### src/rtl/target_arbiter_pkg.sv
// Shared types and widths for the two-initiator target arbiter.
package target_arb_pkg;

    localparam int ADDR_W = 16;
    localparam int DATA_W = 8;

    typedef enum logic [1:0] {IDLE, ISSUE, WAIT, RESP} arb_state_t;

    typedef struct packed {
        logic [ADDR_W-1:0] addr;
        logic [DATA_W-1:0] wdata;
        logic              rw;
    } req_t;

endpackage

### src/rtl/target_arbiter_rr_arb2.sv
// Two-way round-robin grant; last_grant moves only when a grant is consumed.
module rr_arb2 (
    input  logic       clk,
    input  logic       rst_n,
    input  logic [1:0] i_req,
    input  logic       i_advance,
    output logic [1:0] o_grant
);

    logic r_last_grant;

    always_comb begin
        // NOTE: default first so every path assigns o_grant and no latch is inferred.
        o_grant = 2'b00;
        case (i_req)
            2'b01:   o_grant = 2'b01;
            2'b10:   o_grant = 2'b10;
            2'b11:   o_grant = r_last_grant ? 2'b01 : 2'b10;
            default: o_grant = 2'b00;
        endcase
    end

    // Reset to 1 so requester 0 wins the first tie.
    always_ff @(posedge clk or negedge rst_n) begin
        if (!rst_n) begin
            r_last_grant <= 1'b1;
        end else if (i_advance) begin
            // NOTE: non-blocking for all sequential state so every flop samples pre-edge values.
            r_last_grant <= o_grant[1];
        end
    end

endmodule

### src/rtl/target_arbiter.sv
// Round-robin sharing of one memory target between two requesters, with
// one-cycle address/data strobes, ack timeout and per-requester completion.
module target_arbiter
    import target_arb_pkg::*;
#(
    parameter int TIMEOUT_CYCLES = 15
) (
    input  logic              clk,
    input  logic              rst_n,
    input  logic              req0_valid,
    input  logic [ADDR_W-1:0] req0_addr,
    input  logic [DATA_W-1:0] req0_wdata,
    input  logic              req0_rw,
    output logic              req0_ready,
    output logic [DATA_W-1:0] req0_rdata,
    output logic              req0_done,
    output logic              req0_err,
    input  logic              req1_valid,
    input  logic [ADDR_W-1:0] req1_addr,
    input  logic [DATA_W-1:0] req1_wdata,
    input  logic              req1_rw,
    output logic              req1_ready,
    output logic [DATA_W-1:0] req1_rdata,
    output logic              req1_done,
    output logic              req1_err,
    output logic [ADDR_W-1:0] tgt_addr_out,
    output logic              tgt_addr_out_valid,
    output logic [DATA_W-1:0] tgt_data_out,
    output logic              tgt_data_out_valid,
    output logic              tgt_rw,
    input  logic [DATA_W-1:0] tgt_data_in,
    input  logic              tgt_data_in_valid,
    input  logic              tgt_ack,
    input  logic              tgt_ready
);

    localparam int              CNT_W    = $clog2(TIMEOUT_CYCLES + 1);
    localparam logic [CNT_W-1:0] CNT_MAX  = CNT_W'(TIMEOUT_CYCLES);
    localparam logic [CNT_W-1:0] CNT_LAST = CNT_W'(TIMEOUT_CYCLES - 1);

    arb_state_t        r_state;
    arb_state_t        w_next_state;
    req_t              r_req;
    logic              r_owner;
    logic [CNT_W-1:0]  r_cnt;
    logic [DATA_W-1:0] r_rdata;
    logic              r_err;

    logic [1:0]        w_grant;
    logic              w_handshake;
    logic              w_timeout;
    req_t              w_sel_req;

    rr_arb2 u_rr_arb2 (
        .clk       (clk),
        .rst_n     (rst_n),
        .i_req     ({req1_valid, req0_valid}),
        .i_advance (w_handshake),
        .o_grant   (w_grant)
    );

    // Grant already implies valid; rst_n gating keeps ready low during reset.
    assign w_handshake = rst_n && (r_state == IDLE) && (|w_grant);
    assign req0_ready  = w_handshake && w_grant[0];
    assign req1_ready  = w_handshake && w_grant[1];
    assign w_sel_req   = w_grant[1] ? {req1_addr, req1_wdata, req1_rw}
                                    : {req0_addr, req0_wdata, req0_rw};
    assign w_timeout   = (r_cnt >= CNT_LAST);

    always_ff @(posedge clk or negedge rst_n) begin
        if (!rst_n) r_state <= IDLE;
        else        r_state <= w_next_state;
    end

    always_comb begin
        w_next_state = r_state;
        case (r_state)
            IDLE:    if (w_handshake)          w_next_state = ISSUE;
            ISSUE:   if (tgt_ready)            w_next_state = WAIT;
            WAIT:    if (tgt_ack || w_timeout) w_next_state = RESP;
            RESP:                              w_next_state = IDLE;
            default:                           w_next_state = IDLE;
        endcase
    end

    always_ff @(posedge clk or negedge rst_n) begin
        if (!rst_n) begin
            r_req              <= '0;
            r_owner            <= 1'b0;
            r_cnt              <= '0;
            r_rdata            <= '0;
            r_err              <= 1'b0;
            tgt_addr_out       <= '0;
            tgt_addr_out_valid <= 1'b0;
            tgt_data_out       <= '0;
            tgt_data_out_valid <= 1'b0;
            tgt_rw             <= 1'b0;
            req0_rdata         <= '0;
            req0_done          <= 1'b0;
            req0_err           <= 1'b0;
            req1_rdata         <= '0;
            req1_done          <= 1'b0;
            req1_err           <= 1'b0;
        end else begin
            tgt_addr_out_valid <= 1'b0;
            tgt_data_out_valid <= 1'b0;
            req0_done          <= 1'b0;
            req0_err           <= 1'b0;
            req1_done          <= 1'b0;
            req1_err           <= 1'b0;
            case (r_state)
                IDLE: begin
                    if (w_handshake) begin
                        r_owner <= w_grant[1];
                        r_req   <= w_sel_req;
                    end
                end
                ISSUE: begin
                    if (tgt_ready) begin
                        tgt_addr_out       <= r_req.addr;
                        tgt_data_out       <= r_req.wdata;
                        tgt_rw             <= r_req.rw;
                        tgt_addr_out_valid <= 1'b1;
                        tgt_data_out_valid <= r_req.rw;
                        r_cnt              <= '0;
                    end
                end
                WAIT: begin
                    // An ack on the final counted cycle still completes cleanly.
                    if (tgt_ack) begin
                        r_err   <= 1'b0;
                        r_rdata <= (!r_req.rw && tgt_data_in_valid) ? tgt_data_in : '0;
                    end else begin
                        if (r_cnt != CNT_MAX) r_cnt <= r_cnt + CNT_W'(1);
                        if (w_timeout) begin
                            r_err   <= 1'b1;
                            r_rdata <= '0;
                        end
                    end
                end
                RESP: begin
                    if (r_owner) begin
                        req1_done  <= 1'b1;
                        req1_err   <= r_err;
                        req1_rdata <= r_rdata;
                    end else begin
                        req0_done  <= 1'b1;
                        req0_err   <= r_err;
                        req0_rdata <= r_rdata;
                    end
                end
                default: ;
            endcase
        end
    end

endmodule

### config.mk
export PLATFORM = sky130hd
export DESIGN_NAME = target_arbiter
export DESIGN_NICKNAME = d
export VERILOG_FILES = /design/src/rtl/target_arbiter_pkg.sv /design/src/rtl/target_arbiter_rr_arb2.sv /design/src/rtl/target_arbiter.sv
export SDC_FILE = /design/constraint.sdc
export NUM_CORES = 1
export LEC_CHECK = 0
export ABC_AREA = 1
export CAP_MARGIN = 10
export CORE_MARGIN = 3
export CORE_UTILIZATION = 42
export DETAILED_ROUTE_END_ITERATION = 10
export PLACE_DENSITY = 0.76
export SYNTH_ARGS = -nofsm -noshare
export SYNTH_HDL_FRONTEND = slang
export SYNTH_HIERARCHICAL = 1
export SYNTH_SLANG_ARGS = --single-unit
### constraint.sdc
create_clock -name clk -period 1.6 [get_ports clk]
set_clock_uncertainty 0.15 [all_clocks]
set_input_delay 0.32 -clock clk [delete_from_list [all_inputs] [get_ports clk]]
set_output_delay 0.32 -clock clk [all_outputs]
set_load 0.1 [all_outputs]
[Word-level counts from Yosys, hierarchy flattened]
Index checks and enable logic that the tools add are counted.
Operators by class
  $add $sub $neg: 1
  magnitude comparators: 1
  equal/unequal tests: 12
  muxes and demuxes: 28
  bitwise logic cells: 1
  reductions and logical operators: 18
Operators by type and width (count)
  25-bit 2-to-1 mux: 1
  8-bit 2-to-1 mux: 3
  1-bit 2-to-1 mux: 14
  4-bit 2-to-1 mux: 3
  2-bit != test (second input constant): 5
  2-bit AND reduction: 5
  2-bit == test (second input constant): 4
  2-bit 2-to-1 mux: 4
  2-bit one-hot mux with 4 select lines: 1
  4-bit one-hot mux with 2 select lines: 1
  2-bit one-hot mux with 3 select lines: 1
  1-bit logical AND: 5
  4-bit by 1-bit adder with 4-bit output (second input constant): 1
  2-bit by 1-bit == test with 1-bit output (second input constant): 2
  4-bit >= comparator (second input constant): 1
  4-bit != test (second input constant): 1
  4-bit AND reduction: 1
  2-bit nonzero test: 2
  3-bit AND reduction: 1
  2-bit logical NOT: 1
  2-bit OR reduction: 1
  1-bit logical NOT: 1
  1-bit logical OR: 1
  1-bit NOT: 1
Word-level totals
  bits in registers: 89
  input port bits: 65
  word-level logic and storage cells: 81

[Longest topological paths before layout]
  depth in word-level cells: 6
  mapped depth: 11
  mapped depth without buffers: 9

[Cells and area by module]
The synthesis kept the hierarchy.
Modules (own cells, without submodules)
  target_arbiter: times used 1, cells each 417, area each 3677.3 sq um, seq. area each 2202.1 sq um
  rr_arb2: times used 1, cells each 9, area each 63.8 sq um, seq. area each 26.3 sq um

[Worst setup path after synthesis]
OpenSTA, ideal clock, no wires.
  kind: register to output
  from: reg u_rr_arb2.r_last_grant
  to: out req1_ready
  arrival: 2283 ps
  required time: 1130 ps
  setup slack: -1153 ps
  stages on the path, launching flop included: 8
  path buffers: 3
  path through: dfstp_2 -> nand2_1 -> and2_1 -> buf_4 -> inv_2 -> buf_4 -> buf_4 -> nor2_1
Between the ends
  longest elaborated chain between the ends: 5
RTL lines
  start: declaration: RTL line target_arbiter_rr_arb2.sv:10  | logic r_last_grant;
  start signal: assignment: RTL line target_arbiter_rr_arb2.sv:29  | r_last_grant <= o_grant[1];
  2-bit 2-to-1 mux (*): RTL line target_arbiter_rr_arb2.sv:18  | 2'b11: o_grant = r_last_grant ? 2'b01 : 2'b10;
  2-bit one-hot mux with 3 select lines (*): RTL line target_arbiter_rr_arb2.sv:15  | case (i_req)
  via w_grant[1]: RTL line target_arbiter.sv:49  | logic [1:0] w_grant;
  2-bit OR reduction: RTL line target_arbiter.sv:63  | assign w_handshake = rst_n && (r_state == IDLE) && (|w_grant);
  1-bit logical AND: RTL line target_arbiter.sv:63
  1-bit logical AND (*): RTL line target_arbiter.sv:65  | assign req1_ready = w_handshake && w_grant[1];
  end: declaration: RTL line target_arbiter.sv:22  | output logic req1_ready,
The timed path passes the listed nets; every way through them passes the cells marked *.

[Final worst setup path]
  from: reg r_state[1]
  to: out req0_ready
Between the ends
  longest elaborated chain between the ends: 4
RTL lines
  start: declaration: RTL line target_arbiter.sv:41  | arb_state_t r_state;
  start signal: assignment: RTL line target_arbiter.sv:72  | else r_state <= w_next_state;
  2-bit logical NOT: RTL line target_arbiter.sv:63
  1-bit logical AND (2 in series): RTL line target_arbiter.sv:63
  1-bit logical AND: RTL line target_arbiter.sv:64  | assign req0_ready = w_handshake && w_grant[0];
  end: declaration: RTL line target_arbiter.sv:14  | output logic req0_ready,
Every way passes these cells.

==> results.md <==
* Synth cell count leaders: nand2_1, dfrtp_1, nor2_1
* Final worst-path cycle share at 123%
* Routed len/inst at between 15 and 20 um
* Max Slew Vio Count at 0
* Antenna-violating nets left at 0
* Mapped Cells at 426
* Post-synth top area cell: dfrtp_1
* Core ar. at 0.00842 mm^2
* Total global-route track usage at 22.4%
* Layout area overhead at 68.5%
* Netlist Area Pre-Place at about 0.0037 mm^2
* Vias/cell at 5.15
* Final Hold Vio Count at 0
* Hold slack at 0.174 ns
* Clock Tree Root: clkbuf_8
* CTS tree: done
* Failing checks: setup timing
* Number of CTS-inserted buffers at 9
* Drt pass-1 iters at 6
* Fraction of registers with async set/reset at 100%
* Switch share at 49.6%
* WL final at 11100 um
* Die height at approximately 100 um
* LEAKAGE at 2.90 nW
* Gate power share at just over 60%
* Synth top area share at 58.9%
* Post-synth top flop: dfrtp_1
* Starting Density at 44.4%
* Htree depth at 3
* Arr. time, crit path at 1.50 ns
* CTS clk-pin slew, worst paths at ~0.090 ns
* Status: complete, but fails checks
* Slew @ Worst Pin at ~0.46 ns
* Sequential power share at 29.1%
* RSZ-0062 raised after global routing: yes
* Max Cap Viol at 0
* RePlAce Congestion at 0.810
* Clock sink total at 89
* Clock network fraction of total power at 10.0%
* Post-route design area at 0.00630 mm^2
* Top-Level Pins at roughly 110
* Full die area at 0.0101 mm^2
* Syn Nets at 498
* Hold path depth at 3
* Global-route wire length before repair at 17400 um
* Top-count cell post-synth: nand2_1
* Pwr Density at 2210 mW/mm^2
* Total grt overflow at 0
* Share of post-route cells with drive strength above 1 at about a quarter
* Critical path type: reg -> out
* Crit start category: flop
* Die Wd at 100 um
* Number of synthesized flops with an enable pin at 0
* Clock Tree Buf Depth at 2
* DPL Wire Length at approximately 7000 um
* Minimum clock period at between 1.5 and 2 ns
* VDD IR-drop max at 1.23 mV
* Site Rows at 33
* Req. time, crit path at 1.13 ns
* Cell Area, Placed at 0.00563 mm^2
* Initial antenna violation count at 0
* Vias at 3492
* Switching power total at 6.92 mW
* Final setup fails at 30
* Synth cell types at 23
* Ant. Diodes at 0
* DRC Markers at 0
* Layout Nets at 640
* Internal at roughly 7.0 mW
* Largest net degree at the start of global routing at 90
* Crit Path Max Fanout at 5
* Final worst setup slack at -0.367 ns
* Top cells by area, synth: dfrtp_1, nand2_1, a31oi_1
* First DRT Iteration DRCs at 163
* Port Buffers at 113
* Sequential area share after synthesis at 59.6%
* Critical path capture point type: primary output
* Yosys reg bits at 89
* Hold WC Path Type: in -> reg
* R2R cell count at 11
* Vias in the first global route at roughly 3600
* Clk_lat worst skew at 0.36 ns
* Mean post-synth cell area at roughly 8.8 um^2
* Max Fclk at 0.508 GHz
* Worst slew margin at 69.1%
* Yosys warning count at 6
==> what timing repair did <==
action	in CTS	in global routing
gates cloned	6	0
setup buffers	15	3
hold endpoints to repair	88	0
pin swaps	6	6
resized for setup	25	44
hold buffers	1	0
setup endpoints to repair	36	66
==> power by group through the flow <==
stage	clock network, mW	logic (mW)	registers (mW)
2_1_floorplan	0	1.76	6.81
3_3_place_gp	0	7.50	3.94
3_5_place_dp	0	7.66	4.02
4_1_cts	1.41	8.22	3.96
5_1_grt	1.51	8.89	4.16
6_report	1.39	8.48	4.06
==> registers in the layout, summed over array words and instances (netlist names), 2 cells and up <==
name,cells
r_cnt,4
r_rdata,8
r_req,25
r_state,2
req0_rdata,8
req1_rdata,8
tgt_addr_out,16
tgt_data_out,8
==> placed cells by master (no fill, tap or decap), types with 4 or more instances in the layout <==
master	instances
a31oi_1	22
nand4_1	4
dfrtp_1	88
ha_1	4
inv_2	7
nand3_1	4
nor2_1	15
o21ai_1	9
nor2_4	12
buf_6	6
buf_16	6
clkbuf_8	9
inv_1	22
clkdlybuf4s50_1	63
nand2_1	172
buf_12	58
o21ai_0	20
nor2_2	7
buf_4	14
==> critical path: stages, from the launching register on <==
cell and delay (ns):
dfrtp_1 0.42, inv_2 0.12, ha_4 0.19, nand2_8 0.08, nor2_4 0.14, buf_12 0.18
==> per-stage QoR <==
step / utilization [%] / TNS [ns] / std cells / power, mW / setup slack, ns
after floorplan: - / -0.486 / 426 / 8.57 / -0.287
after global placement: 66.9 / -8.68 / 642 / 11.4 / -0.296
after detailed placement: 66.9 / -9.93 / 642 / 11.7 / -0.347
after CTS: 73.4 / -7.85 / 678 / 13.6 / -0.360
after global routing: 74.8 / -11.19 / 678 / 14.6 / -0.462
final: 74.8 / -7.99 / 678 / 13.9 / -0.367
==> path summary, 6_finish.rpt <==
kind | start | to | slack, ns
worst min register to register | r_req[7] | tgt_data_out[6] | 0.33
max in group asynchronous | rst_n | u_rr_arb2/r_last_grant | 0.42
worst min-delay path | rst_n | r_owner | 0.17
worst max-delay path | r_state[1] | req0_ready | -0.37
min in group asynchronous | rst_n | r_cnt[0] | 0.49
worst max register to register | u_rr_arb2/r_last_grant | r_req[9] | -0.37
==> layer usage <==
layer | vias to the layer above | GRT usage [%] | wire length (um)
li1 | 1637 | - | -
met1 | 1711 | 26.8 | 4360
met2 | 122 | 38.7 | 5900
met3 | 22 | 4.86 | 586
met4 | 0 | 9.84 | 297
met5 | - | 0 | 0
==> cell type report <==
| cell class | instances | area [um^2] |
|---|---|---|
| clock buffers | 11 | 131 |
| repair buffers | 149 | 2150 |
| multi-input cells | 289 | 1500 |
| clock inverters | 5 | 40.0 |
| fillers | 555 | 2120 |
| well taps | 105 | 131 |
| inverters | 30 | 115 |
| flip-flops and latches | 89 | 2230 |
==> cells by family (layout without fill, tap and decap cells) <==
logic type               Yosys count  count (layout)  synth area share, %
adder cells (fa/ha/maj)            7               7                 2.34
AO/OA/AOI/OAI                     58              58                 9.00
XOR/XNOR                           1               1                0.234
buffers and inverters             48             195                 5.75
AND/OR/NAND/NOR                  223             223                 23.1
flip-flops                        89              89                 59.6
(Power assumes the default switching activity.)
